$ cat config.mk
export PLATFORM = sky130hd
export DESIGN_NAME = von_neumann_unbiaser_flat
export DESIGN_NICKNAME = d
export VERILOG_FILES = /design/src/rtl/trng_pkg.sv /design/src/rtl/von_neumann_unbiaser_if.sv /design/src/rtl/von_neumann_unbiaser_sync.sv /design/src/rtl/von_neumann_unbiaser.sv /design/src/flat_wrapper.sv
export SDC_FILE = /design/constraint.sdc
export NUM_CORES = 1
export LEC_CHECK = 0
export ABC_CLOCK_PERIOD_IN_PS = 1620
export BUFFER_PORTS_ARGS = -buffer_cell sky130_fd_sc_hd__buf_2
export CORE_MARGIN = 8
export CORE_UTILIZATION = 50
export CTS_CLUSTER_SIZE = 16
export DETAILED_ROUTE_END_ITERATION = 16
export PLACE_DENSITY = 0.75
export SETUP_SLACK_MARGIN = 0.2
export SLEW_MARGIN = 20
export SYNTH_ARGS = -nofsm -noshare
export SYNTH_HDL_FRONTEND = slang
export SYNTH_SLANG_ARGS = --single-unit
$ cat constraint.sdc
create_clock -name clk -period 1.62 [get_ports clk]
set_input_delay 0.405 -clock clk [delete_from_list [all_inputs] [get_ports clk]]
set_output_delay 0.405 -clock clk [all_outputs]
set_load 0.1 [all_outputs]
$ cat src/rtl/trng_pkg.sv
// Shared TRNG datapath types and defaults (pairing FSM states, counter widths).
// Pure declarations: no latency, no flow control.
package trng_pkg;

  typedef enum logic {
    EMPTY = 1'b0,
    HALF  = 1'b1
  } vn_state_t;

  localparam int REP_CUTOFF_DEF = 32;
  localparam int CNT_W_DEF      = 8;
  localparam int RUN_W          = 8;

endpackage

$ cat src/rtl/von_neumann_unbiaser_if.sv
// Unbiaser port bundle: raw entropy/sample/flush in, unbiased bit strobe and status out.
// No handshake: the consumer must take every bit_valid strobe.
interface von_neumann_unbiaser_if
  import trng_pkg::*;
#(
  parameter int CNT_W = CNT_W_DEF
);

  logic             raw_bit;
  logic             sample_en;
  logic             flush;
  logic             bit_out;
  logic             bit_valid;
  logic [CNT_W-1:0] drop_cnt;
  logic             health_fail;

  modport master (
    output raw_bit, sample_en, flush,
    input  bit_out, bit_valid, drop_cnt, health_fail
  );

  modport slave (
    input  raw_bit, sample_en, flush,
    output bit_out, bit_valid, drop_cnt, health_fail
  );

endinterface

$ cat src/rtl/von_neumann_unbiaser_sync.sv
// bit_synchronizer: SYNC_STAGES-deep flop chain bringing an async bit into clk.
// Latency SYNC_STAGES edges; no flow control.
module bit_synchronizer #(
  parameter int SYNC_STAGES = 2
) (
  input  logic clk,
  input  logic rst_n,
  input  logic d,
  output logic q
);

  logic [SYNC_STAGES-1:0] sr;

  always_ff @(posedge clk) begin
    if (!rst_n) begin
      sr <= '0;
    end else begin
      sr <= {sr[SYNC_STAGES-2:0], d};
    end
  end

  assign q = sr[SYNC_STAGES-1];

endmodule

$ cat src/rtl/von_neumann_unbiaser.sv
// Von Neumann debiaser: pairs synchronised samples, 01->0 / 10->1, equal pairs dropped; one-cycle
// registered strobe, no backpressure. Optional repetition health test under VN_HEALTH_TEST_EN.
module von_neumann_unbiaser
  import trng_pkg::*;
#(
  parameter int SYNC_STAGES = 2,
  parameter int REP_CUTOFF  = REP_CUTOFF_DEF,
  parameter int CNT_W       = CNT_W_DEF
) (
  input  logic                   clk,
  input  logic                   rst_n,
  von_neumann_unbiaser_if.slave  vn
);

  if (SYNC_STAGES < 2) begin : g_bad_sync
    $error("SYNC_STAGES must be at least 2");
  end
  if (REP_CUTOFF < 2 || REP_CUTOFF > 255) begin : g_bad_cutoff
    $error("REP_CUTOFF must be within 2..255");
  end

  localparam logic [CNT_W-1:0] DROP_MAX = '1;

  logic             s;
  vn_state_t        state_q, state_d;
  logic             first_q, first_d;
  logic             bit_out_q, bit_out_d;
  logic             bit_valid_q, bit_valid_d;
  logic [CNT_W-1:0] drop_q, drop_d;
  logic             hold_off;

  bit_synchronizer #(.SYNC_STAGES(SYNC_STAGES)) u_sync (
    .clk   (clk),
    .rst_n (rst_n),
    .d     (vn.raw_bit),
    .q     (s)
  );

  always_comb begin
    state_d     = state_q;
    first_d     = first_q;
    bit_out_d   = bit_out_q;
    bit_valid_d = 1'b0;
    drop_d      = drop_q;
    if (vn.flush) begin
      state_d = EMPTY;
      drop_d  = '0;
    end else if (vn.sample_en) begin
      unique case (state_q)
        EMPTY: begin
          first_d = s;
          state_d = HALF;
        end
        HALF: begin
          if (s != first_q) begin
            bit_out_d   = first_q;
            bit_valid_d = !hold_off;
          end else if (drop_q != DROP_MAX) begin
            drop_d = drop_q + 1'b1;
          end
          state_d = EMPTY;
        end
      endcase
    end
  end

  always_ff @(posedge clk) begin
    if (!rst_n) begin
      state_q     <= EMPTY;
      first_q     <= 1'b0;
      bit_out_q   <= 1'b0;
      bit_valid_q <= 1'b0;
      drop_q      <= '0;
    end else begin
      state_q     <= state_d;
      first_q     <= first_d;
      bit_out_q   <= bit_out_d;
      bit_valid_q <= bit_valid_d;
      drop_q      <= drop_d;
    end
  end

`ifdef VN_HEALTH_TEST_EN
  localparam logic [RUN_W-1:0] CUTOFF  = RUN_W'(REP_CUTOFF);
  localparam logic [RUN_W-1:0] RUN_MAX = '1;

  logic [RUN_W-1:0] run_q, run_d;
  logic             last_q, last_d;
  logic             hf_q, hf_d;

  // Run length spans pair boundaries; zero means no sample seen since flush/reset.
  always_comb begin
    run_d  = run_q;
    last_d = last_q;
    hf_d   = hf_q | (run_q >= CUTOFF);
    if (vn.flush) begin
      run_d = '0;
      hf_d  = 1'b0;
    end else if (vn.sample_en) begin
      last_d = s;
      if (run_q == '0 || s != last_q) begin
        run_d = RUN_W'(1);
      end else if (run_q != RUN_MAX) begin
        run_d = run_q + 1'b1;
      end
    end
  end

  always_ff @(posedge clk) begin
    if (!rst_n) begin
      run_q  <= '0;
      last_q <= 1'b0;
      hf_q   <= 1'b0;
    end else begin
      run_q  <= run_d;
      last_q <= last_d;
      hf_q   <= hf_d;
    end
  end

  // Gate on the upcoming status so no strobe escapes on the edge the failure latches.
  assign hold_off       = hf_d;
  assign vn.health_fail = hf_q;
`else
  assign hold_off       = 1'b0;
  assign vn.health_fail = 1'b0;
`endif

  assign vn.bit_out   = bit_out_q;
  assign vn.bit_valid = bit_valid_q;
  assign vn.drop_cnt  = drop_q;

endmodule

$ cat src/flat_wrapper.sv
// flat-port wrapper written by rule: the top's interface ports become plain ports
module von_neumann_unbiaser_flat import trng_pkg::*;
#(
  parameter int SYNC_STAGES = 2,
  parameter int REP_CUTOFF  = REP_CUTOFF_DEF,
  parameter int CNT_W       = CNT_W_DEF
)
  (clk, rst_n, vn_raw_bit, vn_sample_en, vn_flush, vn_bit_out, vn_bit_valid, vn_drop_cnt, vn_health_fail);
  von_neumann_unbiaser_if #(.CNT_W(CNT_W)) vn_i ();
  input  logic clk;
  input  logic rst_n;
  input wire logic [$bits(vn_i.raw_bit)-1:0] vn_raw_bit;
  input wire logic [$bits(vn_i.sample_en)-1:0] vn_sample_en;
  input wire logic [$bits(vn_i.flush)-1:0] vn_flush;
  output wire logic [$bits(vn_i.bit_out)-1:0] vn_bit_out;
  output wire logic [$bits(vn_i.bit_valid)-1:0] vn_bit_valid;
  output wire logic [$bits(vn_i.drop_cnt)-1:0] vn_drop_cnt;
  output wire logic [$bits(vn_i.health_fail)-1:0] vn_health_fail;
  assign vn_i.raw_bit = vn_raw_bit;
  assign vn_i.sample_en = vn_sample_en;
  assign vn_i.flush = vn_flush;
  assign vn_bit_out = vn_i.bit_out;
  assign vn_bit_valid = vn_i.bit_valid;
  assign vn_drop_cnt = vn_i.drop_cnt;
  assign vn_health_fail = vn_i.health_fail;
  von_neumann_unbiaser #(.SYNC_STAGES(SYNC_STAGES), .REP_CUTOFF(REP_CUTOFF), .CNT_W(CNT_W)) u_core (.clk(clk), .rst_n(rst_n), .vn(vn_i));
endmodule
==> results.ini, run 1 <==
[routing]
dr_total_vias=642
wire_per_inst_um=14.12
drc=0
ant_nets=0
firstDrtPassIters=4
drt-initial-drc-count=12
wl_um=1539
vias_per_cell=5.890

[yosys]
syn-num-nets=83
synth_top_area_cell=dfxtp_1
ys_seq_elements=14
syn_area_um2=711.9
ys_warn_count=0
syn_area_per_cell_um2=9.246
synth-edff-count=0
synthCells=77
post-synth-top-area-fraction_pct=39.37
synth_area_leaders=dfxtp_1 39%, mux2i_1 5.6%, a211oi_1 4.2%
synth_most_common_cell=dfxtp_1
ys_top_cells_by_count=14 x dfxtp_1, 7 x nand2_1
yosys.cell_types.count=31
ys_seq_area_share_pct=39.37
async_reset_ff_share_pct=0
synthFlopType=dfxtp_1

[timing]
setup_slack_ps=243.8
finalHoldViolCount=0
fmax_ghz=0.7266
final.min_clock_period_ps=1376
rsz0062_at_grt=yes
skew_ps=2.100
whs_ps=319.3
final.setup.tns_ps=0
drv_slew=0
setup_viol=0
post-route-period-util_pct=84.95

[global_routing]
overflow=0
grt_max_degree=10
grt_pass1_vias=584
grt_usage_pct=11.59
grt_pass1_wl_um=2511
antenna_found_initial=0

[cells_and_area]
final_area_um2=930.9
multi_input_area_um2=462.9
nets=101
seq_area_um2=310.3
nFillCells=107
fin_util_pct=70.66
antenna_cells=0
drive_above_1_share_pct=37.23
syn_to_final_growth_pct=30.76
fin_cells=109

[clock_tree]
cts_made_buffers=3
cts_tree=built
cts.path.max_buffers=2
path_clk_slew_ps=90
cts_root_buf=clkbuf_4
clock_latency_ps=290
cts_max_level=1
cts.sinks=14

[floorplan]
die_w_um=53.74
rows=13
initial_core_util_pct=54.04
core_area_um2=1318
fp.dieH_um=53.74
ios=16
dieArea_um2=2887

[placed_design]
place_ws_ps=202.7
dp.cells=105
io_buffers=14
placed_area_um2=845.8
dp_hpwl_um=1186
place_congestion=0.8114

[hold_path]
hp-class=primary input to flip-flop

[critical_path]
worst_path_max_delay_cell=dfxtp_4
required_ps=1210
max_stage_delay_ps=390
cp-end-kind=primary output
critPathTopFamily=flip-flops
worstPathCellList=buf_4
arrival_ps=970
cp_num_buf_inv=1
crit_type=flip-flop to primary output
cp-start-kind=flip-flop
cp_max_fo=8

[run_status]
status=finished clean

[power_and_ir_drop]
p_sw_mw=0.1651
cellLeakagePower_nw=0.3393
design_power_total_mw=0.6568
p_per_area_nw_per_um2=705.5
clockPowerShare_pct=39.4
seq_power_share_pct=52.3
worst_ir_drop_vdd_mv=0.5364
swShare_pct=25.15
pwr-share-comb_pct=8.3
internal_power_mw=0.4916

[flow_run]
maxCapViolCount=0

## timing repair
item,CTS,global route
endpoints found under the setup margin,10,2
buffers inserted,0,0
hold buffers,0,0
gates resized for setup,10,5
pin swaps,0,0
## sequential cells by signal, summed over array words and instances (netlist names)
register / count
u_core.u_sync.sr: 2
u_core.state_q: 1
u_core.vn.bit_out: 1
u_core.vn.bit_valid: 1
u_core.first_q: 1
u_core.vn.drop_cnt: 8
## placed cells by master, fill, tap and decap left out, drive strengths merged, types with 2 or more instances in the layout
| cell | netlist | routed |
|---|---|---|
| and4 | 2 | 2 |
| and3 | 5 | 5 |
| nor2 | 3 | 3 |
| mux2i | 4 | 4 |
| nand3 | 2 | 2 |
| clkbuf | 0 | 4 |
| a311oi | 2 | 2 |
| nand2b | 3 | 3 |
| nand2 | 7 | 7 |
| xnor2 | 2 | 2 |
| buf | 1 | 14 |
| nor4 | 3 | 3 |
| a21oi | 2 | 2 |
| inv | 2 | 2 |
| dfxtp | 14 | 14 |
| and2 | 4 | 4 |
| a31oi | 2 | 2 |
| a211oi | 5 | 5 |
| nor2b | 3 | 3 |
## area by class of cell
class	instances	area share, %
multi-input cells	60	49.73
clock buffers	4	3.898
repair buffers	14	10.22
flip-flops and latches	14	33.33
inverters	2	0.8065
well taps	15	2.016
## final timing paths
path,slack (ps),endpoint,cells after the start,from
worst max register to register,240,u_core.vn.drop_cnt[3],4,u_core.vn.drop_cnt[0]
worst min-delay path,320,u_core.u_sync.sr[0],2,vn_raw_bit
worst max-delay path,240,vn_drop_cnt[3],1,u_core.vn.drop_cnt[3]
worst min register to register,450,u_core.u_sync.sr[1],1,u_core.u_sync.sr[0]
## power groups by stage
stage               Combinational, mW  Clock, mW  Sequential (mW)
floorplan                      0.0359          0            0.353
global placement               0.0517          0            0.350
global route                   0.0588      0.279            0.345
finish                         0.0545      0.258            0.344
detailed placement             0.0519          0            0.351
CTS                            0.0524      0.260            0.343
## cell families after synthesis
kind of cell | synth area share [%]
simple gates | 28.30
compound gates | 17.57
flops | 39.37
mux | 5.624
xor+xnor | 4.746
buf+inv | 2.110
fa+ha+maj | 1.757
other cells | 0.5267
## metal layers
layer | wire length [um] | GRT usage, % | part of all wire (%) | vias up
met5 | 0 | 0 | 0 | -
met4 | 44 | 7.983 | 2.9 | 0
met3 | 88 | 3.306 | 5.7 | 4
met2 | 684 | 17.37 | 44 | 18
met1 | 722 | 13.93 | 47 | 295
li1 | - | - | - | 325
Power figures use the tool's default switching activity.
==> run 2: changes to the inputs <==
--- a/config.mk
+++ b/config.mk
@@ -5,13 +5,13 @@
 export SDC_FILE = /design/constraint.sdc
 export NUM_CORES = 1
 export LEC_CHECK = 0
-export ABC_CLOCK_PERIOD_IN_PS = 1620
+export ABC_CLOCK_PERIOD_IN_PS = 1250
 export BUFFER_PORTS_ARGS = -buffer_cell sky130_fd_sc_hd__buf_2
 export CORE_MARGIN = 8
-export CORE_UTILIZATION = 50
+export CORE_UTILIZATION = 45
 export CTS_CLUSTER_SIZE = 16
 export DETAILED_ROUTE_END_ITERATION = 16
-export PLACE_DENSITY = 0.75
+export PLACE_DENSITY = 0.71
 export SETUP_SLACK_MARGIN = 0.2
 export SLEW_MARGIN = 20
 export SYNTH_ARGS = -nofsm -noshare
==> constraint.sdc (replaced) <==
create_clock -name clk -period 1.25 [get_ports clk]
set_input_delay 0.3125 -clock clk [delete_from_list [all_inputs] [get_ports clk]]
set_output_delay 0.3125 -clock clk [all_outputs]
set_load 0.1 [all_outputs]
==> results.ini, run 2 (same netlist as run 1, synthesis figures left out) <==
[hold_path]
worstHoldStart=vn_raw_bit
hp-class=primary input to flip-flop

[floorplan]
core_area_um2=1489  ; +13%
dieArea_um2=3111  ; +7.7%
die_w_um=55.78  ; +3.8%
fp.dieH_um=55.78  ; +3.8%
rows=14  ; +1
initial_core_util_pct=47.82  ; -6.2 points
ios=16  ; unchanged

[power_and_ir_drop]
pwr-share-comb_pct=15.3  ; +7.0 points
clockPowerShare_pct=34.4  ; -5.0 points
seq_power_share_pct=50.3  ; -2.0 points
worst_ir_drop_vdd_mv=0.7563  ; +41%
internal_power_mw=0.5958  ; +21%
p_per_area_nw_per_um2=614.9  ; -13%
cellLeakagePower_nw=0.5171  ; +52%
swShare_pct=31.35  ; +6.2 points
p_sw_mw=0.2721  ; +65%

[timing]
skew_ps=3.038  ; +0.9382 ps
rsz0062_at_grt=yes
drv_slew=0  ; unchanged
post-route-period-util_pct=110.8
fmax_ghz=0.7218
setup_slack_ps=-135.5  ; -379.2 ps
setup_viol=10  ; +10
final.min_clock_period_ps=1385
whs_ps=231.7  ; -87.59 ps
finalHoldViolCount=0  ; unchanged

[critical_path]
cp_num_buf_inv=0  ; -1
max_stage_delay_ps=380  ; about the same
critPathLaunch=u_core.vn.drop_cnt[0]
arrival_ps=1550  ; +580 ps
cp-end-kind=flip-flop
worst_path_max_delay_cell=dfxtp_4
cp_max_fo=3  ; -5
critPathTopFamily=compound AO/OA/AOI/OAI gates
required_ps=1410  ; +200 ps
cp-start-kind=flip-flop
crit_type=flip-flop to flip-flop
worstPathCellList=ha_4 -> and3_4 -> a2111oi_4 -> a211oi_1
r2r_start=u_core.vn.drop_cnt[0]

[placed_design]
io_buffers=14  ; unchanged
placed_area_um2=1107  ; +31%
place_congestion=0.8541  ; +5.3%
dp_hpwl_um=1520  ; +28%

[cells_and_area]
largest_reg_flops=8  ; unchanged
final_common_cell=buf_4
nets=127  ; +26%
drive_above_1_share_pct=62.50  ; +25 points
final_cell_mix=19 x buf_4, 12 x dfxtp_4, 10 x buf_12
final_area_um2=1411  ; +52%
fin_util_pct=94.79  ; +24 points
antenna_cells=0  ; unchanged
syn_to_final_growth_pct=98.24

[run_status]
violations=negative setup slack
status=finished, violations left

[routing]
wl_um=3704  ; +140%
dr_total_vias=909  ; +42%
highest_layer=met4
ant_nets=0  ; unchanged
firstDrtPassIters=4  ; unchanged
wl_met2_um=1850  ; +170%
drt-initial-drc-count=49  ; +37
wl_met1_um=1313  ; +82%
wire_per_inst_um=27.24  ; +93%
vias_per_cell=6.684  ; +13%
drc=0  ; unchanged
wl_met3_um=334  ; +280%

[clock_tree]
cts_root_buf=clkbuf_4
path_clk_slew_ps=100  ; about the same
cts_max_level=1  ; unchanged
cts.path.max_buffers=2  ; unchanged
cts.sinks=14  ; unchanged
cts_tree=built
cts_made_buffers=3  ; unchanged
clock_latency_ps=290  ; about the same

[flow_run]
maxCapViolCount=0  ; unchanged

[global_routing]
grt_max_degree=9  ; -1
grt_pass1_vias=929  ; +59%
grt_pass1_wl_um=4795  ; +91%
overflow=0  ; unchanged
grt_usage_pct=19.11  ; +7.5 points
antenna_found_initial=0  ; unchanged

[run 2: changes by cell type in the layout (fill, tap and decap cells not counted), moves of 2 or more]
cell / previous run / this run
nand3_1: 2 / 0
nand3_4: 0 / 2
dfxtp_4: 7 / 12
and3_4: 0 / 2
buf_6: 0 / 7
buf_4: 10 / 19
and3_1: 4 / 2
dfxtp_2: 3 / 1
buf_12: 0 / 10
dfxtp_1: 4 / 1
[run 2: worst reg2reg max path, cell delays in order (launching register included)]
cell       delay, ps
dfxtp_4          380
ha_4             170
and3_4           190
a2111oi_4        350
a211oi_1         160
[run 2: repair_timing]
action                                  in CTS  in global routing
buffers inserted                             9                  5
hold buffers                                 0                  0
pin swaps                                   13                  6
gates cloned                                 0                  0
hold endpoints to repair                     0                  0
resized for setup                           28                  7
endpoints found under the setup margin      21                 21
[run 2: per-stage QoR]
stage,power (mW),setup WS [ps],std cells,setup TNS (ps)
6_report,0.8678,-135.5,136,-744.5
5_1_grt,0.8886,-204.3,136,-1164
4_1_cts,0.8290,-33.84,131,-116.4
3_5_place_dp,0.5410,-34.31,118,-121.8
3_3_place_gp,0.5376,-1.175,118,-1.246
2_1_floorplan,0.5025,-105.8,77,-543.9
[run 2: area by class of cell]
cell class | instances | area (um2)
Sequential cell | 14 | 326.6
Clock inverter | 1 | 3.754
Fill cell | 37 | 77.57
Multi-Input combinational cell | 60 | 589.3
Timing Repair Buffer | 40 | 441.7
Inverter | 2 | 7.507
Tap cell | 16 | 20.02
Clock buffer | 3 | 22.52
[run 2: path summary, 6_finish.rpt]
| check | end | cells after the start | slack, ps |
|---|---|---|---|
| min reg2reg | u_core.u_sync.sr[1] | 1 | 450 |
| max | u_core.vn.drop_cnt[3] | 4 | -140 |
| min | u_core.u_sync.sr[0] | 2 | 230 |
| max reg2reg | u_core.vn.drop_cnt[3] | 4 | -140 |
[run 2: metal layers]
layer	track usage, %	vias up
met1	19.87	440
met2	33.33	73
li1	-	373
met5	0	-
met4	9.859	0
met3	5.936	23
[run 2: power by group through the flow]
stage          clock network (mW)  registers [mW]  logic [mW]
3_3_place_gp                    0           0.448      0.0891
2_1_floorplan                   0           0.455      0.0470
5_1_grt                     0.316           0.437       0.136
6_report                    0.299           0.437       0.133
4_1_cts                     0.283           0.437       0.110
3_5_place_dp                    0           0.449      0.0921
